[src/rtl/reg64_loader.sv]
// Byte-stream loader for a 64-bit holding register: assembles bytes LSB-first,
// writes the word with a one-cycle En pulse, and reads it back on request.
module reg64_loader #(
  parameter int WIDTH = 64
) (
  input  logic             Clk,
  input  logic             Rst,
  input  logic [7:0]       byte_in,
  input  logic             byte_valid,
  output logic             byte_ready,
  input  logic             start_read,
  output logic [WIDTH-1:0] reg_in,
  output logic             reg_En,
  output logic             reg_Read,
  input  logic [WIDTH-1:0] reg_out,
  output logic [WIDTH-1:0] rd_data,
  output logic             rd_valid,
  output logic             match,
  output logic             busy
);

  localparam int NBYTES = WIDTH / 8;
  localparam int CW     = (NBYTES > 1) ? $clog2(NBYTES) : 1;
  localparam logic [CW-1:0] LAST_BYTE = CW'(NBYTES - 1);

  localparam logic [1:0] IDLE  = 2'd0;
  localparam logic [1:0] WRITE = 2'd1;
  localparam logic [1:0] READ1 = 2'd2;
  localparam logic [1:0] READ2 = 2'd3;

  logic [1:0]       state;
  logic [CW-1:0]    byte_cnt;
  logic [WIDTH-1:0] shift_word;
  logic [WIDTH-1:0] word_next;
  logic [WIDTH-1:0] last_wr;
  logic             read_pend;
  logic             xfer;
  logic             word_done;
  logic             read_go;

  // NOTE: byte_ready is gated by Rst combinationally so it reads 0 throughout
  // reset, not just from the first edge after Rst rises.
  assign byte_ready = !Rst && (state == IDLE) && !(read_pend && byte_cnt == '0);
  assign xfer       = byte_valid && byte_ready;
  assign word_done  = xfer && (byte_cnt == LAST_BYTE);
  assign read_go    = (state == IDLE) && read_pend && (byte_cnt == '0);

  assign reg_En   = (state == WRITE);
  assign reg_Read = (state == READ1) || (state == READ2);
  assign busy     = (state != IDLE) || (byte_cnt != '0) || read_pend;

  // Word as it will look once the byte on the bus lands in its lane.
  always_comb begin
    word_next = shift_word;
    word_next[{byte_cnt, 3'b000} +: 8] = byte_in;
  end

  // NOTE: all state uses non-blocking assignments so every branch sees the
  // pre-edge values of state, byte_cnt and read_pend.
  always_ff @(posedge Clk or posedge Rst) begin
    if (Rst) begin
      state      <= IDLE;
      byte_cnt   <= '0;
      shift_word <= '0;
      last_wr    <= '0;
      read_pend  <= 1'b0;
      reg_in     <= '0;
      rd_data    <= '0;
      rd_valid   <= 1'b0;
      match      <= 1'b0;
    end else begin
      rd_valid <= 1'b0;

      // A new request wins over the clear, so a pulse during service queues one more read.
      if (start_read)   read_pend <= 1'b1;
      else if (read_go) read_pend <= 1'b0;

      if (xfer) begin
        shift_word <= word_next;
        byte_cnt   <= word_done ? '0 : byte_cnt + 1'b1;
      end

      case (state)
        IDLE: begin
          if (word_done) begin
            reg_in  <= word_next;
            last_wr <= word_next;
            state   <= WRITE;
          end else if (read_go) begin
            state <= READ1;
          end
        end
        WRITE: state <= IDLE;
        READ1: state <= READ2;
        READ2: begin
          rd_data  <= reg_out;
          match    <= (reg_out == last_wr);
          rd_valid <= 1'b1;
          state    <= IDLE;
        end
        default: state <= IDLE;
      endcase
    end
  end

endmodule

[config.mk]
export PLATFORM = sky130hd
export DESIGN_NAME = reg64_loader
export DESIGN_NICKNAME = d
export VERILOG_FILES = /design/src/rtl/reg64_loader.sv
export SDC_FILE = /design/constraint.sdc
export NUM_CORES = 1
export LEC_CHECK = 0
export BUFFER_PORTS_ARGS = -buffer_cell sky130_fd_sc_hd__buf_2
export CAP_MARGIN = 20
export CORE_MARGIN = 2
export CORE_UTILIZATION = 45
export CTS_CLUSTER_SIZE = 12
export DETAILED_ROUTE_END_ITERATION = 16
export GPL_ROUTABILITY_DRIVEN = 0
export MAX_ROUTING_LAYER = met4
export PLACE_DENSITY = 0.77
export SKIP_CTS_REPAIR_TIMING = 1
export SLEW_MARGIN = 20
export SYNTH_ARGS = -nofsm -noshare
export SYNTH_HDL_FRONTEND = slang
export SYNTH_SLANG_ARGS = --single-unit
[constraint.sdc]
create_clock -name Clk -period 15.2 [get_ports Clk]
set_input_delay 0.76 -clock Clk [delete_from_list [all_inputs] [get_ports Clk]]
set_output_delay 0.76 -clock Clk [all_outputs]
set_load 0.03 [all_outputs]
==> impl_results.md <==
- Net switching power: roughly 0.85 mW
- Leakage: 5.35 nW
- Kind of capture point of the worst setup path: output port
- Maximum fanout encountered on the critical timing path: 15
- Internal power: around 1.3 mW
- Seq pwr share: roughly two fifths
- Gate family responsible for the most delay along the worst path: flip-flops
- Most used standard cells in the synthesized netlist: 200 x dfrtp_1, 117 x mux2_2, 84 x nand2_1
- Sum of routed wire length over all layers: around 24 mm
- Synth-to-Final Area Change: 19.6%
- Worst path cell trace: inv_1, ha_1, ha_1, a2111oi_4, buf_2
- Post-place instance area: between 0.01 and 0.015 mm2
- Critical setup path kind: reg -> out
- Relative slew margins: 26.5%
- Worst IR drop on VDD: approximately 0.076 mV
- Final-stage net count: ~1000
- Clock sink total: 200
- Setup TNS: 0 ps
- Data arrival time of the critical path: 2350 ps
- Worst setup startpoint: byte_cnt[0]
- Critical Path RT: about 14000 ps
- Pin count of the biggest net entering global routing: around 130
- Endpoints failing setup: 0
- Part of the power in the clock network: approximately 20%
- Highest Clock Rate: 321 MHz
- Final slew viol count: 0
- Part of the power in combinational logic: between 40% and 50%
- Worst clock skew: about 8.5 ps
- Period utilisation layout: 20.5%
- Area of the core: 0.0197 mm2
- Filler Cells Inserted: 1669
- Critical Path Most Common Cell: ha_1
- Number of flip-flops and latches in the synthesized netlist: 200
- Area share of the largest cell type after synthesis: 55.2%
- Antenna violations before repair: 2
- EDFF count, synth: 0
- Number of optimization iterations in the first detailed-route pass: 5
- Path category of the worst min-delay check: reg -> reg
- Number of DRC markers in iteration 0: roughly 540
- Fraction of registers with async set/reset: between 90% and 100%
- Result of the run: completed
- Start of the worst register-to-register path: byte_cnt[0]
- Cell at the root of the clock tree: clkbuf_16
- Count of buffers inserted at the top-level ports: 209
- Total count of hold-check failures in the final report: 0
- Worst hold start: rd_data[35]
- Type of origin of the critical path: flip-flop
- Unique masters post-synth: between 40 and 50
- Cell type with the largest total area after synthesis: dfrtp_1
- Share of total power consumed by net switching: between 40% and 50%
- # rows: slightly above 50
- Share of cells above drive strength 1: a little under two fifths
- Detail Placement HPWL: 17.7 mm
- Total power divided by cell area: around 200 mW/mm2
- Vias in the first global route: approximately 6400
- Most area-consuming cells after synthesis: dfrtp_1 55%, mux2_2 15%, mux2i_1 6.2%
- RSZ-0062 raised after global routing: false
- Number of warnings printed during yosys synthesis: 0
- Seq/Total Area, Yosys: between 50% and 60%
- Most frequent cell after synthesis: dfrtp_1
- Average routed wire per standard cell: 19.2 um
- Mapped Area: 0.00907 mm2
- Final period demand of the worst path: a little over 3000 ps
- Floorplan die width: between 100 and 150 um
- H-tree level count: 4
- CTS tree: yes
- Global-route wire length before repair: around 37 mm
- Syn avg cell area: 11.9 um2
- Primary flip-flop cell chosen by synthesis mapping: dfrtp_1
- Summed area of non-filler cells in the final layout: approximately 0.011 mm2
- TritonCTS buffer count: 17
- I/O pins: 210
- Crit-path max cell delay: between 500 and 600 ps
- Worst path bufs/invs: 2
- Overall global routing resource usage: a little under a quarter
- Clock edge transition at the registers on the reported setup and hold paths: roughly 70 ps
- Max-cap violations: 0
- Worst skew pair latency: about 440 ps
- Vias per cell: 5.35
- Overflow after GRT: 0
- Chip height: between 100 and 150 um
- Final routed DRC violation total: 0
- Initial cell density of the core: 46.2%
- Antenna-violating nets left: 0
- Die footprint: ~0.021 mm2
- Gate count of the mapped netlist: 763
- DR vias: between 6000 and 7000
- Number of nets produced by synthesis: around 850
- Cell type of the slowest stage on the worst timing path: dfrtp_1
- Buffers from clock root to sink, at most: 2
- Transition at the pin with the smallest max-transition slack: 1100 ps
[layer usage]
metal,vias to the layer above,track usage [%],part of all wire (%)
met5,-,-,0
met4,0,8.25,2.6
met3,39,5.27,6.4
met2,239,35.0,47
met1,3276,30.5,44
li1,3037,-,-
[state kept, by name, summed over array words and instances (netlist names)]
name        count
byte_cnt        3
last_wr        64
match           1
rd_data        64
rd_valid        1
read_pend       1
shift_word     64
state           2
[worst paths after layout]
check	depth (start not counted)	end	slack, ps
max	5	byte_ready	12090
min	2	rd_data[35]	480
max reg2reg	7	shift_word[59]	12160
min reg2reg	2	rd_data[35]	480
max in group asynchronous	3	last_wr[22]	13500
min in group asynchronous	2	state[1]	510
[cell families after synthesis]
family,Yosys count,share of synthesized area (%)
compound gates,102,6.32
xor+xnor,53,5.12
fa+ha+maj,7,0.965
buf+inv,54,2.74
flops,200,55.2
mux,173,20.7
simple gates,174,8.98
[power by group through the flow]
stage / Combinational, mW / Sequential, mW / Clock (mW)
3_3_place_gp: 0.862 / 0.824 / 0
2_1_floorplan: 0.410 / 1.03 / 0
3_5_place_dp: 0.877 / 0.831 / 0
6_report: 0.875 / 0.822 / 0.424
4_1_cts: 0.880 / 0.821 / 0.429
5_1_grt: 0.932 / 0.845 / 0.453
[cell usage in the layout (no fill, tap or decap), types with 5 or more instances in the layout]
cell / netlist / final
buf_2: 14 / 209
dfrtp_1: 200 / 200
mux2_2: 117 / 117
nand2_1: 84 / 83
o21ai_0: 72 / 72
mux2i_1: 56 / 56
xnor2_1: 32 / 32
nor2_1: 31 / 31
xor2_1: 21 / 21
clkbuf_16: 0 / 17
inv_1: 16 / 15
nand2b_1: 10 / 10
a21oi_1: 10 / 10
nand4_1: 9 / 9
nor4_1: 8 / 8
ha_1: 7 / 7
nor3_1: 5 / 5
[cell type report]
class / count / area [um2] / area share (%)
inverter: 17 / 71.3 / 0.657
sequential: 200 / 5000 / 46.1
multi-input combinational: 509 / 3830 / 35.3
antenna: 2 / 5.00 / 0.0461
clock inverter: 4 / 45.0 / 0.415
timing repair buffer: 211 / 1060 / 9.82
tap: 265 / 332 / 3.06
clock buffer: 24 / 492 / 4.53
[stage by stage]
step                total power, mW  worst slack (ps)  hold WS [ps]  util [%]  std cells
floorplan                      1.44              8990           449         -        763
global placement               1.69             12140           457      52.4       1202
detailed placement             1.71             11980           465      52.4       1202
CTS                            2.13             11950           480      55.1       1230
global route                   2.23             11900           492      55.2       1232
finish                         2.12             12090           476      55.2       1232
[worst reg2reg max path: stages, from the launching register on]
cell	delay, ps
dfrtp_1	580
inv_1	170
ha_1	250
ha_1	240
a2111oi_4	400
and2_2	390
and3_1	490
mux2_2	390
No activity file was read; power rests on OpenSTA's default activity.
